## src/rtl/ram_arbiter_if.sv

```systemverilog
// Request/response and RAM command bundle shared by two requesters, the arbiter and the command RAM.
// The slave modport is the arbiter's view; the master modport is the requester/RAM side.
interface ram_arbiter_if #(
  parameter int ADDR_SIZE = 8
);
  logic                 req_valid0, req_valid1;
  logic                 req_we0, req_we1;
  logic [ADDR_SIZE-1:0] req_addr0, req_addr1;
  logic [ADDR_SIZE-1:0] req_wdata0, req_wdata1;
  logic                 req_ready0, req_ready1;
  logic                 rsp_valid0, rsp_valid1;
  logic [ADDR_SIZE-1:0] rsp_data;
  logic                 rsp_err;
  logic                 busy;
  logic [ADDR_SIZE+1:0] ram_din;
  logic                 ram_rx_valid;
  logic [ADDR_SIZE-1:0] ram_dout;
  logic                 ram_tx_valid;

  modport slave (
    input  req_valid0, req_valid1, req_we0, req_we1, req_addr0, req_addr1,
           req_wdata0, req_wdata1, ram_dout, ram_tx_valid,
    output req_ready0, req_ready1, rsp_valid0, rsp_valid1, rsp_data, rsp_err,
           busy, ram_din, ram_rx_valid
  );

  modport master (
    output req_valid0, req_valid1, req_we0, req_we1, req_addr0, req_addr1,
           req_wdata0, req_wdata1, ram_dout, ram_tx_valid,
    input  req_ready0, req_ready1, rsp_valid0, rsp_valid1, rsp_data, rsp_err,
           busy, ram_din, ram_rx_valid
  );
endinterface

```

## src/rtl/ram_arbiter.sv

```systemverilog
// Round-robin arbiter serialising two requesters onto the two-beat command RAM; write ack 3 cycles after accept,
// read 4 (3+TIMEOUT on timeout); req_ready only rises in IDLE, so requesters simply hold valid while busy.
module ram_arbiter #(
  parameter int ADDR_SIZE = 8,
  parameter int TIMEOUT   = 4
) (
  input logic          clk,
  input logic          rst,
  ram_arbiter_if.slave bus
);
  typedef enum logic [1:0] {IDLE, ADDR, DATA, WAIT_RD} state_t;
  localparam logic [3:0] TIMEOUT_CNT = 4'(TIMEOUT);

  state_t               state_q, state_d;
  logic                 last_grant_q, last_grant_d;
  logic                 owner_q, owner_d;
  logic                 we_q, we_d;
  logic [ADDR_SIZE-1:0] addr_q, addr_d;
  logic [ADDR_SIZE-1:0] wdata_q, wdata_d;
  logic [3:0]           cnt_q, cnt_d;
  logic                 rsp_valid0_q, rsp_valid0_d;
  logic                 rsp_valid1_q, rsp_valid1_d;
  logic [ADDR_SIZE-1:0] rsp_data_q, rsp_data_d;
  logic                 rsp_err_q, rsp_err_d;
  logic                 grant0, grant1;
  logic [ADDR_SIZE+1:0] ram_din_c;
  logic                 ram_rx_valid_c;

  always_comb begin
    grant0 = 1'b0;
    grant1 = 1'b0;
    if (state_q == IDLE) begin
      if (bus.req_valid0 && bus.req_valid1) begin
        // a tie goes to whichever requester was not served last
        grant0 = last_grant_q;
        grant1 = ~last_grant_q;
      end else begin
        grant0 = bus.req_valid0;
        grant1 = bus.req_valid1;
      end
    end
  end

  always_comb begin
    state_d        = state_q;
    last_grant_d   = last_grant_q;
    owner_d        = owner_q;
    we_d           = we_q;
    addr_d         = addr_q;
    wdata_d        = wdata_q;
    cnt_d          = cnt_q;
    rsp_valid0_d   = 1'b0;
    rsp_valid1_d   = 1'b0;
    rsp_data_d     = '0;
    rsp_err_d      = 1'b0;
    ram_din_c      = '0;
    ram_rx_valid_c = 1'b0;
    case (state_q)
      IDLE: begin
        if (grant0 || grant1) begin
          owner_d      = grant1;
          last_grant_d = grant1;
          we_d         = grant1 ? bus.req_we1    : bus.req_we0;
          addr_d       = grant1 ? bus.req_addr1  : bus.req_addr0;
          wdata_d      = grant1 ? bus.req_wdata1 : bus.req_wdata0;
          state_d      = ADDR;
        end
      end
      ADDR: begin
        ram_din_c      = {(we_q ? 2'b00 : 2'b10), addr_q};
        ram_rx_valid_c = 1'b1;
        state_d        = DATA;
      end
      DATA: begin
        ram_rx_valid_c = 1'b1;
        if (we_q) begin
          ram_din_c    = {2'b01, wdata_q};
          rsp_valid0_d = ~owner_q;
          rsp_valid1_d = owner_q;
          state_d      = IDLE;
        end else begin
          ram_din_c = {2'b11, {ADDR_SIZE{1'b0}}};
          cnt_d     = '0;
          state_d   = WAIT_RD;
        end
      end
      WAIT_RD: begin
        if (bus.ram_tx_valid) begin
          rsp_valid0_d = ~owner_q;
          rsp_valid1_d = owner_q;
          rsp_data_d   = bus.ram_dout;
          state_d      = IDLE;
        end else begin
          cnt_d = cnt_q + 4'd1;
          if (cnt_d == TIMEOUT_CNT) begin
            rsp_valid0_d = ~owner_q;
            rsp_valid1_d = owner_q;
            rsp_err_d    = 1'b1;
            state_d      = IDLE;
          end
        end
      end
      default: state_d = IDLE;
    endcase
  end

  always_ff @(posedge clk or posedge rst) begin
    if (rst) begin
      state_q      <= IDLE;
      last_grant_q <= 1'b1;
      owner_q      <= 1'b0;
      we_q         <= 1'b0;
      addr_q       <= '0;
      wdata_q      <= '0;
      cnt_q        <= '0;
      rsp_valid0_q <= 1'b0;
      rsp_valid1_q <= 1'b0;
      rsp_data_q   <= '0;
      rsp_err_q    <= 1'b0;
    end else begin
      state_q      <= state_d;
      last_grant_q <= last_grant_d;
      owner_q      <= owner_d;
      we_q         <= we_d;
      addr_q       <= addr_d;
      wdata_q      <= wdata_d;
      cnt_q        <= cnt_d;
      rsp_valid0_q <= rsp_valid0_d;
      rsp_valid1_q <= rsp_valid1_d;
      rsp_data_q   <= rsp_data_d;
      rsp_err_q    <= rsp_err_d;
    end
  end

  assign bus.req_ready0   = grant0;
  assign bus.req_ready1   = grant1;
  assign bus.rsp_valid0   = rsp_valid0_q;
  assign bus.rsp_valid1   = rsp_valid1_q;
  assign bus.rsp_data     = rsp_data_q;
  assign bus.rsp_err      = rsp_err_q;
  assign bus.busy         = (state_q != IDLE);
  assign bus.ram_din      = ram_din_c;
  assign bus.ram_rx_valid = ram_rx_valid_c;
endmodule

```

## src/flat_wrapper.sv

```systemverilog
// flat-port wrapper written by rule: the top's interface ports become plain ports
module ram_arbiter_flat 
#(
  parameter int ADDR_SIZE = 8,
  parameter int TIMEOUT   = 4
)
  (clk, rst, bus_req_valid0, bus_req_valid1, bus_req_we0, bus_req_we1, bus_req_addr0, bus_req_addr1, bus_req_wdata0, bus_req_wdata1, bus_ram_dout, bus_ram_tx_valid, bus_req_ready0, bus_req_ready1, bus_rsp_valid0, bus_rsp_valid1, bus_rsp_data, bus_rsp_err, bus_busy, bus_ram_din, bus_ram_rx_valid);
  ram_arbiter_if #(.ADDR_SIZE(ADDR_SIZE)) bus_i ();
  input logic clk;
  input logic rst;
  input wire logic [$bits(bus_i.req_valid0)-1:0] bus_req_valid0;
  input wire logic [$bits(bus_i.req_valid1)-1:0] bus_req_valid1;
  input wire logic [$bits(bus_i.req_we0)-1:0] bus_req_we0;
  input wire logic [$bits(bus_i.req_we1)-1:0] bus_req_we1;
  input wire logic [$bits(bus_i.req_addr0)-1:0] bus_req_addr0;
  input wire logic [$bits(bus_i.req_addr1)-1:0] bus_req_addr1;
  input wire logic [$bits(bus_i.req_wdata0)-1:0] bus_req_wdata0;
  input wire logic [$bits(bus_i.req_wdata1)-1:0] bus_req_wdata1;
  input wire logic [$bits(bus_i.ram_dout)-1:0] bus_ram_dout;
  input wire logic [$bits(bus_i.ram_tx_valid)-1:0] bus_ram_tx_valid;
  output wire logic [$bits(bus_i.req_ready0)-1:0] bus_req_ready0;
  output wire logic [$bits(bus_i.req_ready1)-1:0] bus_req_ready1;
  output wire logic [$bits(bus_i.rsp_valid0)-1:0] bus_rsp_valid0;
  output wire logic [$bits(bus_i.rsp_valid1)-1:0] bus_rsp_valid1;
  output wire logic [$bits(bus_i.rsp_data)-1:0] bus_rsp_data;
  output wire logic [$bits(bus_i.rsp_err)-1:0] bus_rsp_err;
  output wire logic [$bits(bus_i.busy)-1:0] bus_busy;
  output wire logic [$bits(bus_i.ram_din)-1:0] bus_ram_din;
  output wire logic [$bits(bus_i.ram_rx_valid)-1:0] bus_ram_rx_valid;
  assign bus_i.req_valid0 = bus_req_valid0;
  assign bus_i.req_valid1 = bus_req_valid1;
  assign bus_i.req_we0 = bus_req_we0;
  assign bus_i.req_we1 = bus_req_we1;
  assign bus_i.req_addr0 = bus_req_addr0;
  assign bus_i.req_addr1 = bus_req_addr1;
  assign bus_i.req_wdata0 = bus_req_wdata0;
  assign bus_i.req_wdata1 = bus_req_wdata1;
  assign bus_i.ram_dout = bus_ram_dout;
  assign bus_i.ram_tx_valid = bus_ram_tx_valid;
  assign bus_req_ready0 = bus_i.req_ready0;
  assign bus_req_ready1 = bus_i.req_ready1;
  assign bus_rsp_valid0 = bus_i.rsp_valid0;
  assign bus_rsp_valid1 = bus_i.rsp_valid1;
  assign bus_rsp_data = bus_i.rsp_data;
  assign bus_rsp_err = bus_i.rsp_err;
  assign bus_busy = bus_i.busy;
  assign bus_ram_din = bus_i.ram_din;
  assign bus_ram_rx_valid = bus_i.ram_rx_valid;
  ram_arbiter #(.ADDR_SIZE(ADDR_SIZE), .TIMEOUT(TIMEOUT)) u_core (.clk(clk), .rst(rst), .bus(bus_i));
endmodule
```

## config.mk

```make
export PLATFORM = sky130hd
export DESIGN_NAME = ram_arbiter_flat
export DESIGN_NICKNAME = d
export VERILOG_FILES = /design/src/rtl/ram_arbiter_if.sv /design/src/rtl/ram_arbiter.sv /design/src/flat_wrapper.sv
export SDC_FILE = /design/constraint.sdc
export NUM_CORES = 1
export LEC_CHECK = 0
export BUFFER_PORTS_ARGS = -buffer_cell sky130_fd_sc_hd__buf_4
export CAP_MARGIN = 40
export CORE_MARGIN = 3
export CORE_UTILIZATION = 40
export CTS_BUF_LIST = sky130_fd_sc_hd__clkbuf_8
export CTS_CLUSTER_SIZE = 20
export DETAILED_ROUTE_END_ITERATION = 16
export GPL_ROUTABILITY_DRIVEN = 0
export MAX_ROUTING_LAYER = met4
export PLACE_DENSITY_LB_ADDON = 0.12
export SLEW_MARGIN = 20
export SYNTH_ARGS = -nofsm -noshare
export SYNTH_HDL_FRONTEND = slang
export SYNTH_SLANG_ARGS = --single-unit
```

## constraint.sdc

```tcl
create_clock -name clk -period 4 [get_ports clk]
set_input_delay 0.8 -clock clk [delete_from_list [all_inputs] [get_ports clk]]
set_output_delay 0.8 -clock clk [all_outputs]
set_load 0.01 [all_outputs]
```

==> impl_metrics.json <==
{
  "port_buffers": 71,
  "synth_top_area_frac": 0.490,
  "viasPerCell": 5.33,
  "max_clock_freq_mhz": 358,
  "cpMaxStageDelayCell": "dfrtp_1",
  "pwr-share-clk": 0.168,
  "die_w_um": 72.9,
  "cts_buffers": 5,
  "start_util": 0.432,
  "grt.total_usage": 0.192,
  "area_growth_pct": 37.6,
  "clk_latency_ns": 0.30,
  "coreArea_mm2": 0.00414,
  "cts_max_path_buffers": 2,
  "fp-row-count": 23,
  "drc": 0,
  "route.detailed.wl_per_inst_um": 16.5,
  "end_kind": "output port",
  "slew_headroom": 0.641,
  "drive_gt1_frac": 0.366,
  "p_sw_uw": 587,
  "grt_pass1_vias": 1680,
  "final.min_clock_period_ns": 2.80,
  "cts_root_buffer": "clkbuf_8",
  "power-per-cell-area_mw_per_mm2": 654,
  "fin_skew_ns": 0.0102,
  "hold_violations": 0,
  "ir_drop_uv": 337,
  "multi_input_area_um2": 818,
  "dieArea_mm2": 0.00531,
  "clkTransAtPathRegs_ns": 0.08,
  "crit_chain": "inv_1, ha_1, and2_1, a22oi_1, nor2b_1, buf_4",
  "worstPathRequired_ns": 3.20,
  "cts_tree": "built",
  "post_cts_resized": 0,
  "slew_viol_final": 0,
  "layout.nets": 283,
  "cts_sinks": 36,
  "initialDrtViolationCount": 53,
  "grt_pass1_wl_um": 7580,
  "synth_flop_cell": "dfrtp_1",
  "die_height_um": 72.9,
  "postCtsSetupBuffers": 0,
  "synthArstFlopShare": 1.00,
  "setup_ws_ns": 1.20,
  "worst-path-max-fanout": 12,
  "r2r-start": "u_core.state_q[0]",
  "run_status": "finished clean",
  "dp_hpwl_um": 3520,
  "ys_types": 33,
  "syn-cell-area_mm2": 0.00179,
  "cp-startpoint": "u_core.state_q[0]",
  "firstDrtPassIters": 4,
  "vias": 1503,
  "dp_slack_ns": 1.54,
  "synthTopCellsByArea": "dfrtp_1 49%, a221o_1 9.5%, and3_1 3.8%",
  "design.portCount": 72,
  "p_comb_frac": 0.464,
  "grt_max_degree": 20,
  "hold_buffers": 0,
  "grt_overflow": 0,
  "synth.most_common_cell": "dfrtp_1",
  "crit_buf_inv": 2,
  "synthCells": 158,
  "synth_top_area_cell": "dfrtp_1",
  "utilization": 0.594,
  "cell_internal_pwr_uw": 1020,
  "drt.antenna.violating_nets": 0,
  "crit_arrival_ns": 2.00,
  "yosys_warnings": 0,
  "setup_viol": 0,
  "synthTopCellsByCount": "35 x dfrtp_1, 17 x a221o_1, 11 x and3_1",
  "ys_seq_area_frac": 0.504,
  "nFillCells": 367,
  "startpoint_type": "register",
  "fin_crit_sh": 0.699,
  "synth_fp_nets": 210,
  "antenna_cells": 0,
  "synth-edff-count": 0,
  "ys_ff_latch": 36,
  "h-tree-depth": 2,
  "worstMarginPinSlew_ns": 0.538,
  "avgSynthCellArea_um2": 11.3,
  "worstHoldPathType": "primary input to async pin",
  "critPathKind": "register to output port",
  "rsz0062_at_grt": "no",
  "switching_share": 0.365,
  "power_frac_seq": 0.368,
  "r2r_slack_ns": 2.24,
  "slowest_delay_ns": 0.43,
  "regArea_um2": 902,
  "drv_cap": 0,
  "antenna_found_initial": 0,
  "fin_setup_tns_ns": 0,
  "wirelength_um": 4640,
  "leakagePower_uw": 0.00123,
  "critical_path.top_delay_family": "simple AND/OR/NAND/NOR gates"
}
-- cells in the final DEF, fill, tap and decap left out, drive strengths merged --
cell and count:
nand2 5, clkinv 2, o221ai 1, o21ai 5
a211oi 1, nor2b 10, dfrtp 35, a21boi 1
ha 5, a21oi 4, and3 11, a22oi 8
dfstp 1, and2 18, clkbuf 6, nand4b 1
nand2b 5, a211o 2, a221o 17, nor3b 3
or3b 1, nor2 5, a2bb2oi 1, buf 73
nor4b 2, nor3 1, o32a 1, o21ba 1
a22o 1, inv 5
-- worst paths after layout --
path | to | cells past startpoint
worst max-delay path | bus_ram_din[0] | 6
max in group asynchronous | u_core.bus.rsp_err | 4
min in group clk | u_core.bus.rsp_valid0 | 1
worst max register to register | u_core.cnt_q[3] | 5
worst min-delay path | u_core.addr_q[3] | 2
worst min register to register | u_core.bus.rsp_valid0 | 1
-- area by class of cell --
| type | count | share of cell area |
|---|---|---|
| multi-input combinational | 110 | 0.332 |
| inverter | 5 | 0.00762 |
| clock buffer | 6 | 0.0335 |
| tap | 50 | 0.0254 |
| sequential | 36 | 0.366 |
| clock inverter | 2 | 0.00407 |
| timing repair buffer | 73 | 0.231 |
-- logic make-up after synthesis --
| logic type | synth area share |
|---|---|
| buf+inv | 0.0385 |
| simple gates | 0.210 |
| compound gates | 0.213 |
| fa+ha+maj | 0.0350 |
| flops | 0.504 |
-- flip-flops by register name, summed over array words and instances (netlist names) --
signal / count
u_core.owner_q: 1
u_core.we_q: 1
u_core.last_grant_q: 1
u_core.wdata_q: 8
u_core.cnt_q: 4
u_core.bus.rsp_data: 8
u_core.addr_q: 8
u_core.bus.rsp_valid0: 1
u_core.bus.rsp_err: 1
u_core.bus.rsp_valid1: 1
u_core.state_q: 2
-- power by group through the flow --
stage	Sequential [µW]	Clock, µW	Combinational [µW]
after floorplan	573	0	511
after global placement	593	0	724
after detailed placement	600	0	747
after CTS	593	280	754
after global routing	608	295	822
final	593	270	747
-- routing by layer --
metal,vias up,global-route usage,part of all wire
met5,-,-,0
li1,733,-,-
met3,8,0.0358,0.059
met4,0,0.0943,0.017
met1,711,0.208,0.40
met2,51,0.335,0.52
-- metrics by stage --
stage / hold slack [ns] / cells / power, µW / instance area [µm²]
floorplan: 0.416 / 158 / 1080 / 1790
global placement: 0.434 / 273 / 1320 / 2340
detailed placement: 0.440 / 274 / 1350 / 2370
CTS: 0.451 / 282 / 1630 / 2460
global route: 0.468 / 282 / 1730 / 2460
finish: 0.450 / 282 / 1610 / 2460
Power figures use the tool's default switching activity.
